--- src/rtl/pipeline_processor_8b.sv ---
// 8-bit 3-stage (IF/EX/WB) pipelined processor with WB->EX forwarding, branch squash and HALT/resume.
// Optional PIPELINE_TRACE_EN adds simulation-only writeback/store trace output.

module pp8_regfile (
    input  logic       clk,
    input  logic       rst_n,
    input  logic       we,
    input  logic [2:0] waddr,
    input  logic [7:0] wdata,
    input  logic [2:0] raddr_a,
    input  logic [2:0] raddr_b,
    output logic [7:0] rdata_a,
    output logic [7:0] rdata_b
);
    logic [7:0] registers [0:7];

    always_ff @(posedge clk or negedge rst_n) begin
        if (!rst_n) begin
            for (int i = 0; i < 8; i++) registers[i] <= 8'h00;
        end else if (we) begin
            registers[waddr] <= wdata;
        end
    end

    assign rdata_a = registers[raddr_a];
    assign rdata_b = registers[raddr_b];
endmodule

module pp8_datamem (
    input  logic       clk,
    input  logic       rst_n,
    input  logic       we,
    input  logic [3:0] addr,
    input  logic [7:0] wdata,
    output logic [7:0] rdata
);
    logic [7:0] memory [0:15];

    always_ff @(posedge clk or negedge rst_n) begin
        if (!rst_n) begin
            for (int i = 0; i < 16; i++) memory[i] <= 8'h00;
        end else if (we) begin
            memory[addr] <= wdata;
        end
    end

    // Read is combinational so LD sees a store made by the previous instruction.
    assign rdata = memory[addr];
endmodule

module pipeline_processor_8b #(
    parameter string PROG_FILE  = "program.hex",
    parameter int    IMEM_DEPTH = 256
) (
    input  logic       main_clk,
    input  logic       restart,
    input  logic       controller_enable,
    input  logic       resume,
    output logic       halted,
    output logic [7:0] pc
);
    localparam logic [15:0] NOP = 16'h0000;

    logic [15:0] rom [0:IMEM_DEPTH-1];

    initial begin
        for (int i = 0; i < IMEM_DEPTH; i++) rom[i] = NOP;
    end

    logic [15:0] ex_instr;
    logic        wb_we;
    logic [2:0]  wb_rd;
    logic [7:0]  wb_data;

    logic [3:0] op;
    logic [2:0] rd, rs1, rs2;
    logic [7:0] imm;
    assign op  = ex_instr[15:12];
    assign rd  = ex_instr[11:9];
    assign rs1 = ex_instr[8:6];
    assign rs2 = ex_instr[5:3];
    assign imm = ex_instr[7:0];

    logic [7:0] rf_a, rf_b, opa, opb, mem_rdata;
    logic       rf_we, mem_we, mem_we_q;

    pp8_regfile r1 (
        .clk     (main_clk),
        .rst_n   (restart),
        .we      (rf_we),
        .waddr   (wb_rd),
        .wdata   (wb_data),
        .raddr_a (rs1),
        .raddr_b (rs2),
        .rdata_a (rf_a),
        .rdata_b (rf_b)
    );

    // WB->EX bypass removes every data hazard in a 3-stage pipe.
    assign opa = (wb_we && (wb_rd == rs1)) ? wb_data : rf_a;
    assign opb = (wb_we && (wb_rd == rs2)) ? wb_data : rf_b;

    pp8_datamem m1 (
        .clk   (main_clk),
        .rst_n (restart),
        .we    (mem_we_q),
        .addr  (opa[3:0]),
        .wdata (opb),
        .rdata (mem_rdata)
    );

    assign rf_we    = controller_enable & wb_we;
    assign mem_we_q = controller_enable & mem_we;

    logic       ex_we, branch, halt_hit;
    logic [7:0] ex_result;

    always_comb begin
        ex_we     = 1'b0;
        ex_result = 8'h00;
        mem_we    = 1'b0;
        branch    = 1'b0;
        halt_hit  = 1'b0;
        case (op)
            4'h1: begin ex_we = 1'b1; ex_result = opa + opb; end
            4'h2: begin ex_we = 1'b1; ex_result = opa - opb; end
            4'h3: begin ex_we = 1'b1; ex_result = opa & opb; end
            4'h4: begin ex_we = 1'b1; ex_result = opa | opb; end
            4'h5: begin ex_we = 1'b1; ex_result = opa ^ opb; end
            4'h6: begin ex_we = 1'b1; ex_result = imm; end
            4'h7: begin ex_we = 1'b1; ex_result = mem_rdata; end
            4'h8: mem_we   = 1'b1;
            4'h9: branch   = (opa == 8'h00);
            4'hA: branch   = 1'b1;
            4'hB: halt_hit = 1'b1;
            default: ;
        endcase
    end

    // Freeze (enable=0) beats halt; halt squashes fetch and keeps pc at the address after HALT.
    always_ff @(posedge main_clk or negedge restart) begin
        if (!restart) begin
            pc       <= 8'h00;
            halted   <= 1'b0;
            ex_instr <= NOP;
            wb_we    <= 1'b0;
            wb_rd    <= 3'd0;
            wb_data  <= 8'h00;
        end else if (controller_enable) begin
            wb_we   <= ex_we;
            wb_rd   <= rd;
            wb_data <= ex_result;
            if (halted) begin
                ex_instr <= NOP;
                if (resume) halted <= 1'b0;
            end else if (halt_hit) begin
                halted   <= 1'b1;
                ex_instr <= NOP;
            end else if (branch) begin
                pc       <= imm;
                ex_instr <= NOP;
            end else begin
                ex_instr <= rom[pc];
                pc       <= pc + 8'd1;
            end
        end
    end

`ifdef PIPELINE_TRACE_EN
    always @(posedge main_clk) begin
        if (restart && controller_enable) begin
            if (wb_we)  $display("WB r%0d = %b", wb_rd, wb_data);
            if (mem_we) $display("ST m[%0d] = %b", opa[3:0], opb);
        end
    end
`endif
endmodule

--- config.mk ---
export PLATFORM = sky130hd
export DESIGN_NAME = pipeline_processor_8b
export DESIGN_NICKNAME = d
export VERILOG_FILES = /design/src/rtl/pipeline_processor_8b.sv
export SDC_FILE = /design/constraint.sdc
export NUM_CORES = 1
export LEC_CHECK = 0
export ABC_AREA = 1
export BUFFER_PORTS_ARGS = -buffer_cell sky130_fd_sc_hd__buf_2
export CAP_MARGIN = 20
export CORE_AREA = 4 4 41 43
export CTS_CLUSTER_SIZE = 10
export DETAILED_ROUTE_END_ITERATION = 10
export DIE_AREA = 0 0 45 47
export SYNTH_ARGS = -nofsm -noshare
export SYNTH_HDL_FRONTEND = slang
export SYNTH_HIERARCHICAL = 1
export SYNTH_SLANG_ARGS = --single-unit
--- constraint.sdc ---
create_clock -name main_clk -period 2 [get_ports main_clk]
set_clock_uncertainty 0.15 [all_clocks]
set_input_delay 0.4 -clock main_clk [delete_from_list [all_inputs] [get_ports main_clk]]
set_output_delay 0.4 -clock main_clk [all_outputs]
set_load 0.1 [all_outputs]
# ---- Yosys cells after proc, flatten, opt, wreduce, memory -nomap -nowiden
# Cells that the tools add are included.
dict set report classes {
  addsub 3
  n_mul 0
  div 0
  n_lt_le_gt_ge 6
  eq_ne 13
  n_shift 0
  muxes 29
  bitwise 11
  reduce_logical 7
}
# operator count
set ops {}
lappend ops {{$bwmux 128} 1}
lappend ops {{$mux 8} 11}
lappend ops {{$bwmux 64} 1}
lappend ops {{$pmux 8 s7} 1}
lappend ops {{$bmux 8 s3} 2}
lappend ops {{$mux 16} 3}
lappend ops {{$bmux 8 s4} 1}
lappend ops {{$demux 8 s4} 1}
lappend ops {{$demux 8 s3} 1}
lappend ops {{$eq 4x3->1 const B} 4}
lappend ops {{$eq 4x4->1 const B} 4}
lappend ops {{$ge 4x4->1 const B} 3}
lappend ops {{$not 3->4} 3}
lappend ops {{$add 8x1->8 const B} 1}
lappend ops {{$add 8x8->8} 1}
lappend ops {{$and 8x8->8} 1}
lappend ops {{$eq 4x2->1 const B} 2}
lappend ops {{$logic_not 8->1} 1}
lappend ops {{$or 8x8->8} 1}
lappend ops {{$sub 8x8->8} 1}
lappend ops {{$xor 8x8->8} 1}
lappend ops {{$reduce_or 7->1} 1}
lappend ops {{$eq 3x3->1} 2}
lappend ops {{$mux 1} 6}
lappend ops {{other kinds (10)} 15}
dict set report totals {
  register_bits 229
  latch_bits 0
  ramBits 0
  romBits 0
  output_inout_bits 9
  wordCells 99
  mem_count 0
}

# ---- Depth between registers and ports, before layout
# Gate-level depths: netlist of run 1.
dict set report logic_depth {
  word_depth 11
  mapped_depth 7
}

# ---- Least setup slack after synthesis of run 1
# OpenSTA, ideal clock, no wires.
dict set report synth_path {
  path_kind {register to register}
  start {register pc[1]}
  end {register pc[6]}
  setup_time_ns 0.122
  arrival_ns 1.598
  required_time_ns 1.728
  slack_ns 0.130
  stages_incl_launch_ff 7
  n_path_buf 0
  path_cell_list {dfrtp_1 ha_1 nand2_4 nor2_4 nand2_1 nand2_1 nand2_1}
}
dict set report synth_between {
  elab_chain_cells 2
}
# item line
set synth_lines {}
lappend synth_lines {{start, declared} 60} ;# output logic [7:0] pc
lappend synth_lines {{start signal, assigned} 160} ;# pc <= imm;
lappend synth_lines {{start signal, assigned} 164} ;# pc <= pc + 8'd1;
lappend synth_lines {{$add 8x1->8} 164}
lappend synth_lines {{$mux 8} 159} ;# end else if (branch) begin
# No other way between the ends.
# A chain may end at the register's enable or synchronous reset.

# ---- Final worst setup path of run 1
dict set report layout_path {
  start {register pc[4]}
  end {output port pc[4]}
}
# No word-level cell between the ends.

==> flow_summary.json, run 1 <==
{
  "crit_type": "flop to output port",
  "coreArea_sq_mm": 0.00130,
  "numCtsBuffers": 3,
  "cap_violations": 0,
  "seq_area_frac_synth_pct": 47.6,
  "arrival_ps": 1160,
  "root_buffer": "clkbuf_4",
  "crit_fanout": 6,
  "end_kind": "output port",
  "start_kind": "flop",
  "drc": 0,
  "reg2reg_slack_ps": 740,
  "fmax_mhz": 586,
  "synth-seq-cells": 9,
  "dieArea_sq_mm": 0.00212,
  "grt_antenna_before_repair": 0,
  "tightest_slew_ps": 490,
  "cts_resized": 0,
  "syn_inst": 61,
  "netlist_area_sq_um": 473,
  "critPathRequiredTime_ps": 1450,
  "wl_per_cell_microns": 10.0,
  "holdPathStages": 2,
  "grt_max_degree": 10,
  "min_from": "resume",
  "drtIter0Drc": 0,
  "cts_tree": "done",
  "clk_pin_slew_worst_paths_ps": 60,
  "cp_num_buf_inv": 1,
  "wl_microns": 931,
  "setup_viol": 0,
  "clock-sinks": 9,
  "initial_core_util_pct": 36.3,
  "grt_first_pass_wirelength_microns": 1690,
  "slowest_stage": "buf_2",
  "area_growth_pct": 24.3,
  "drive_gt1_share_pct": 25.6,
  "grt_pass1_vias": 389,
  "hold_viol_final": 0,
  "diodes": 0,
  "syn_avg_cell_area_sq_um": 7.75,
  "r2r_cells": 5,
  "ant_nets": 0,
  "nNetsFinal": 84,
  "slew_headroom_pct": 67.5,
  "dieWidth_microns": 45,
  "via_per_inst": 4.44,
  "hold_slack_ps": 156,
  "ios": 13,
  "finalCriticalPeriod_ps": 1710,
  "rsz0062_at_grt": "false",
  "r2r_end": "pc[3]",
  "clk_latency_ps": 260,
  "ys_types": 14,
  "outcome": "completed",
  "gp_congestion": 0.725,
  "grtUsageTotal_pct": 11.9,
  "die_h_microns": 47,
  "grt_overflow_total": 0,
  "synth_nets": 66,
  "hpwl_microns": 722,
  "first_pass_iters": 1,
  "vias": 413,
  "cpPeakStageDelay_ps": 460,
  "worstReg2RegStart": "halted",
  "crit_family": "buffers and inverters",
  "finalMaxSlewViolations": 0,
  "htree_levels": 1,
  "min_period_over_period_pct": 85.4,
  "cts_max_path_buffers": 2,
  "yosys_warnings": 6,
  "min_path_type": "primary input to flop",
  "num_rows": 13,
  "final.setup.tns_ps": 0,
  "numPortBuffers": 12,
  "path_cells": "buf_2",
  "hold_path_end": "halted"
}
## cell usage in the layout (no fill, tap or decap)
master,instances
clkbuf_4,3
nor2_1,6
nand2_4,1
inv_1,11
ha_1,1
xnor2_1,1
dlygate4sd3_1,1
nand2_1,20
xor2_1,1
clkbuf_1,1
dfrtp_1,9
nor2_2,1
inv_2,1
nor2_4,2
a21oi_1,1
buf_2,12
o21ai_1,1
nand3_1,5
## logic make-up (layout without fill, tap and decap cells)
kind of cell	count (synthesis)	after routing	synth area share [%]
simple gates	35	35	34.4
buf+inv	12	29	9.52
fa+ha+maj	1	1	2.65
xor+xnor	2	2	3.70
flops	9	9	47.6
compound gates	2	2	2.11
## layout make-up
cell class                      count  area [sq um]
Fill cell                         157           713
Sequential cell                     9           225
Multi-Input combinational cell     40           203
Timing Repair Buffer               13          70.1
Inverter                           12          45.0
Clock buffer                        4          26.3
Tap cell                           15          18.8
## state kept, by name (all words and copies together) (netlist names)
register	cells
halted	1
pc	8
## how the worst max path moves through the flow
| stage | start | end | slack, ps | cells after the start |
|---|---|---|---|---|
| CTS | pc[4] | pc[4] | 280 | 1 |
| floorplan | pc[1] | pc[6] | 130 | 6 |
| detailed placement | pc[4] | pc[4] | 570 | 1 |
| finish | pc[4] | pc[4] | 290 | 1 |
| global route | pc[4] | pc[4] | 220 | 1 |
| global placement | pc[4] | pc[4] | 580 | 1 |
## cell usage after synthesis
| library cell | number | share of area [%] |
|---|---|---|
| dfrtp_1 | 9 | 48 |
| nand2_1 | 20 | 16 |
| nor2_2 | 1 | 1.3 |
| nand3_1 | 5 | 5.3 |
| o21ai_1 | 1 | 1.1 |
| nor2_1 | 6 | 4.8 |
| nor2_4 | 2 | 4.8 |
| xor2_1 | 1 | 1.9 |
| inv_2 | 1 | 0.79 |
| ha_1 | 1 | 2.6 |
| a21oi_1 | 1 | 1.1 |
| xnor2_1 | 1 | 1.9 |
| nand2_4 | 1 | 2.4 |
| inv_1 | 11 | 8.7 |
## through the flow
step | instance area (sq um) | instances | utilization [%] | worst slack, ps
after global placement | 552 | 88 | 42.4 | 581
after global routing | 588 | 93 | 45.2 | 223
final | 588 | 93 | 45.2 | 293
after detailed placement | 552 | 88 | 42.4 | 572
after CTS | 588 | 93 | 45.2 | 280
after floorplan | 473 | 61 | - | 130
## what timing repair did
action / in CTS / in global routing
hold endpoints to repair: 9 / 0
hold buffers: 1 / 0
setup buffers: 0 / 0
## per-layer routing
layer	GRT usage, %	vias up	wire length, microns
met1	13.5	182	416
met4	7.02	0	20
met5	0	-	0
met2	17.5	11	424
met3	6.90	5	70
li1	-	215	-
Power of run 1 is left out: the tool's default activity adds up to more than one toggle a clock period on the data nets, which glitch-free logic cannot reach.
==> run 2, diff against run 1 <==
==> constraint.sdc (replaced) <==
create_clock -name main_clk -period 1.8 [get_ports main_clk]
set_clock_uncertainty 0.15 [all_clocks]
set_input_delay 0.36 -clock main_clk [delete_from_list [all_inputs] [get_ports main_clk]]
set_output_delay 0.36 -clock main_clk [all_outputs]
set_load 0.1 [all_outputs]
==> flow_summary.json, run 2 (synthesis results as in run 1) <==
{
  "final.setup.tns_ps": 0,
  "cp_num_buf_inv": 1,
  "fill_cells": 154,
  "initial_core_util_pct": 36.3,
  "hold_viol_final": 0,
  "clk_latency_ps": 270,
  "cts_tree": "done",
  "setup_viol": 0,
  "r2r_end": "pc[3]",
  "die_h_microns": 47,
  "reg2reg_slack_ps": 510,
  "cpPeakStageDelay_ps": 460,
  "grt_antenna_before_repair": 0,
  "worstReg2RegStart": "halted",
  "area_growth_pct": 24.9,
  "min_period_over_period_pct": 92.3,
  "ios": 13,
  "largest_reg_flops": 8,
  "vias": 417,
  "via_per_inst": 4.48,
  "wl_microns": 956,
  "largest-register": "pc",
  "drtIter0Drc": 1,
  "largestRegisters": "pc: 8 flops, halted: 1 flops",
  "crit_family": "buffers and inverters",
  "first_pass_iters": 3,
  "cap_violations": 0,
  "slowest_stage": "buf_2",
  "arrival_ps": 1150,
  "grt_first_pass_wirelength_microns": 1660,
  "crit_type": "flop to output port",
  "diodes": 0,
  "seq_area_sq_um": 228,
  "end_kind": "output port",
  "rsz0062_at_grt": "false",
  "wl_per_cell_microns": 10.3,
  "hold_path_end": "halted",
  "hpwl_microns": 731,
  "coreArea_sq_mm": 0.00130,
  "crit_fanout": 5,
  "clock-sinks": 9,
  "cts_resized": 0,
  "multi_input_area_sq_um": 203,
  "tightest_slew_ps": 487,
  "slew_headroom_pct": 67.7,
  "drive_gt1_share_pct": 28.2,
  "ant_nets": 0,
  "min_path_type": "primary input to flop",
  "critPathRequiredTime_ps": 1290,
  "grt_max_degree": 10,
  "root_buffer": "clkbuf_4",
  "num_rows": 13,
  "min_from": "resume",
  "numCtsBuffers": 3,
  "dieArea_sq_mm": 0.00212,
  "fmax_mhz": 602,
  "gp_congestion": 0.724,
  "numPortBuffers": 12,
  "start_kind": "flop",
  "htree_levels": 1,
  "drc": 0,
  "postCtsHoldBufs": 1,
  "clk_pin_slew_worst_paths_ps": 60,
  "nNetsFinal": 84,
  "final_cell_mix": "nand2_1 (20), buf_2 (12), inv_1 (11), dfrtp_1 (7), nor2_1 (6)",
  "outcome": "completed",
  "finalMaxSlewViolations": 0,
  "dieWidth_microns": 45,
  "grtUsageTotal_pct": 11.6,
  "grt_overflow_total": 0,
  "path_cells": "buf_2",
  "grt_pass1_vias": 406,
  "holdPathStages": 2,
  "r2r_cells": 5,
  "postCtsSetupRepairBufs": 0,
  "finalCriticalPeriod_ps": 1660,
  "cts_max_path_buffers": 2,
  "layout_commonest_cell": "nand2_1"
}
## run 2: cell count changes in the layout (fill, tap and decap cells not counted)
cell     delta
dfrtp_2     +2
dfrtp_1     -2
## run 2: layout make-up
| type | instances | area share, % |
|---|---|---|
| Timing Repair Buffer | 13 | 11.9 |
| Tap cell | 15 | 3.18 |
| Sequential cell | 9 | 38.6 |
| Multi-Input combinational cell | 40 | 34.3 |
| Clock buffer | 4 | 4.45 |
| Inverter | 12 | 7.63 |
## run 2: worst max path at each step
stage	start	cells after the start	endpoint	slack, ps
finish	pc[2]	1	pc[2]	140
global route	pc[2]	1	pc[2]	90
CTS	pc[2]	1	pc[2]	140
detailed placement	pc[2]	1	pc[2]	430
floorplan	pc[2]	5	pc[6]	10
global placement	pc[4]	1	pc[4]	450
## run 2: per-layer routing
layer	vias to the layer above	wire length, microns	share of wire (%)	GRT usage (%)
met5	-	0	0	0
met4	0	20	2.1	10.5
met3	4	44	4.6	2.30
met2	10	473	49	18.1
met1	189	418	44	13.4
li1	214	-	-	-
## run 2: through the flow
stage          hold WS, ps  setup WS (ps)  area (sq um)  util (%)  instances
2_1_floorplan        -85.6           14.3           475         -         61
4_1_cts                110            139           591      45.4         93
5_1_grt                130           92.7           591      45.4         93
3_5_place_dp          73.4            429           554      42.6         88
3_3_place_gp          74.7            446           554      42.6         88
6_report               113            139           591      45.4         93
Power of run 2 is left out for the same reason.
==> run 3, diff against run 2 <==
--- a/config.mk
+++ b/config.mk
@@ -9,6 +9,7 @@
 export BUFFER_PORTS_ARGS = -buffer_cell sky130_fd_sc_hd__buf_2
 export CAP_MARGIN = 20
 export CORE_AREA = 4 4 41 43
+export CTS_BUF_LIST = sky130_fd_sc_hd__clkbuf_16
 export CTS_CLUSTER_SIZE = 10
 export DETAILED_ROUTE_END_ITERATION = 10
 export DIE_AREA = 0 0 45 47
==> flow_summary.json, run 3 (synthesis results as in run 1) <==
{
  "hold_viol_final": 0,
  "cts_resized": 0,
  "dieArea_sq_mm": 0.00212,
  "initial_core_util_pct": 36.3,
  "grtUsageTotal_pct": 12.2,
  "coreArea_sq_mm": 0.00130,
  "outcome": "completed",
  "cts_max_path_buffers": 2,
  "clk_pin_slew_worst_paths_ps": 40,
  "crit_family": "buffers and inverters",
  "nNetsFinal": 84,
  "slowest_stage": "buf_2",
  "largest-register": "pc",
  "ant_nets": 0,
  "grt_antenna_before_repair": 0,
  "first_pass_iters": 3,
  "grt_pass1_vias": 416,
  "die_h_microns": 47,
  "drc": 0,
  "wl_microns": 959,
  "cp-startpoint": "pc[4]",
  "min_from": "resume",
  "finalMaxSlewViolations": 0,
  "grt_max_degree": 10,
  "min_path_type": "primary input to flop",
  "clk_latency_ps": 240,
  "stdcell_count": 93,
  "clock-sinks": 9,
  "area_growth_pct": 36.0,
  "cp_num_buf_inv": 1,
  "start_kind": "flop",
  "final.setup.tns_ps": 0,
  "crit_type": "flop to output port",
  "dieWidth_microns": 45,
  "ios": 13,
  "tightest_slew_ps": 488,
  "grt_first_pass_wirelength_microns": 1710,
  "arrival_ps": 1110,
  "largest_reg_flops": 8,
  "slew_headroom_pct": 67.7,
  "min_period_over_period_pct": 90.3,
  "final_cell_mix": "nand2_1 (20), inv_1 (12), buf_2 (12), dfrtp_1 (7), nor2_1 (6)",
  "end_kind": "output port",
  "vias": 422,
  "largestRegisters": "pc: 8 flops, halted: 1 flops",
  "fmax_mhz": 616,
  "htree_levels": 1,
  "root_buffer": "clkbuf_16",
  "cap_violations": 0,
  "numPortBuffers": 12,
  "numCtsBuffers": 3,
  "diodes": 0,
  "gp_congestion": 0.724,
  "num_rows": 13,
  "hpwl_microns": 731,
  "crit_fanout": 6,
  "layout_commonest_cell": "nand2_1",
  "critPathRequiredTime_ps": 1290,
  "path_cells": "buf_2",
  "finalCriticalPeriod_ps": 1620,
  "wl_per_cell_microns": 10.3,
  "drive_gt1_share_pct": 28.2,
  "grt_overflow_total": 0,
  "via_per_inst": 4.54,
  "setup_viol": 0,
  "rsz0062_at_grt": "false",
  "dp.cells": 88,
  "cpPeakStageDelay_ps": 460,
  "drtIter0Drc": 6,
  "reg2reg_slack_ps": 510,
  "worstReg2RegStart": "halted",
  "cts_tree": "done"
}
-- run 3: cell types whose count changed in the layout (fill, tap and decap cells not counted) --
cell	delta
clkbuf_16	+3
clkbuf_1	-1
clkbuf_4	-3
inv_1	+1
-- run 3: path summary, 6_finish.rpt --
kind,to,cells after the start
min in group asynchronous,halted,2
max,pc[4],1
max reg2reg,pc[3],5
min,halted,2
max in group asynchronous,pc[1],2
min reg2reg,pc[6],2
-- run 3: per-stage QoR --
step	hold WS [ps]	util, %	setup WS, ps	area, sq um
final	147	49.4	175	643
after global routing	169	49.4	136	643
after CTS	146	49.4	178	643
after detailed placement	73.4	42.6	429	554
after global placement	74.7	42.6	446	554
after floorplan	-85.6	-	14.3	475
-- run 3: repair_timing --
action,CTS,global route
endpoints found under the hold margin,9,0
hold buffers,1,0
setup buffers,0,0
-- run 3: per-layer routing --
layer,global-route usage [%],routed length [microns],vias up,part of all wire (%)
li1,-,-,213,-
met1,12.9,401,193,42
met2,19.2,471,11,49
met3,4.60,49,5,5.1
met4,10.5,36,0,3.8
met5,0,0,-,0
-- run 3: area by class of cell --
class | instances | area, sq um
Tap cell | 15 | 18.8
Inverter | 12 | 45.0
Multi-Input combinational cell | 40 | 203
Sequential cell | 9 | 228
Timing Repair Buffer | 13 | 70.1
Clock inverter | 1 | 3.75
Fill cell | 143 | 658
Clock buffer | 3 | 75.1
Power of run 3 is left out for the same reason.
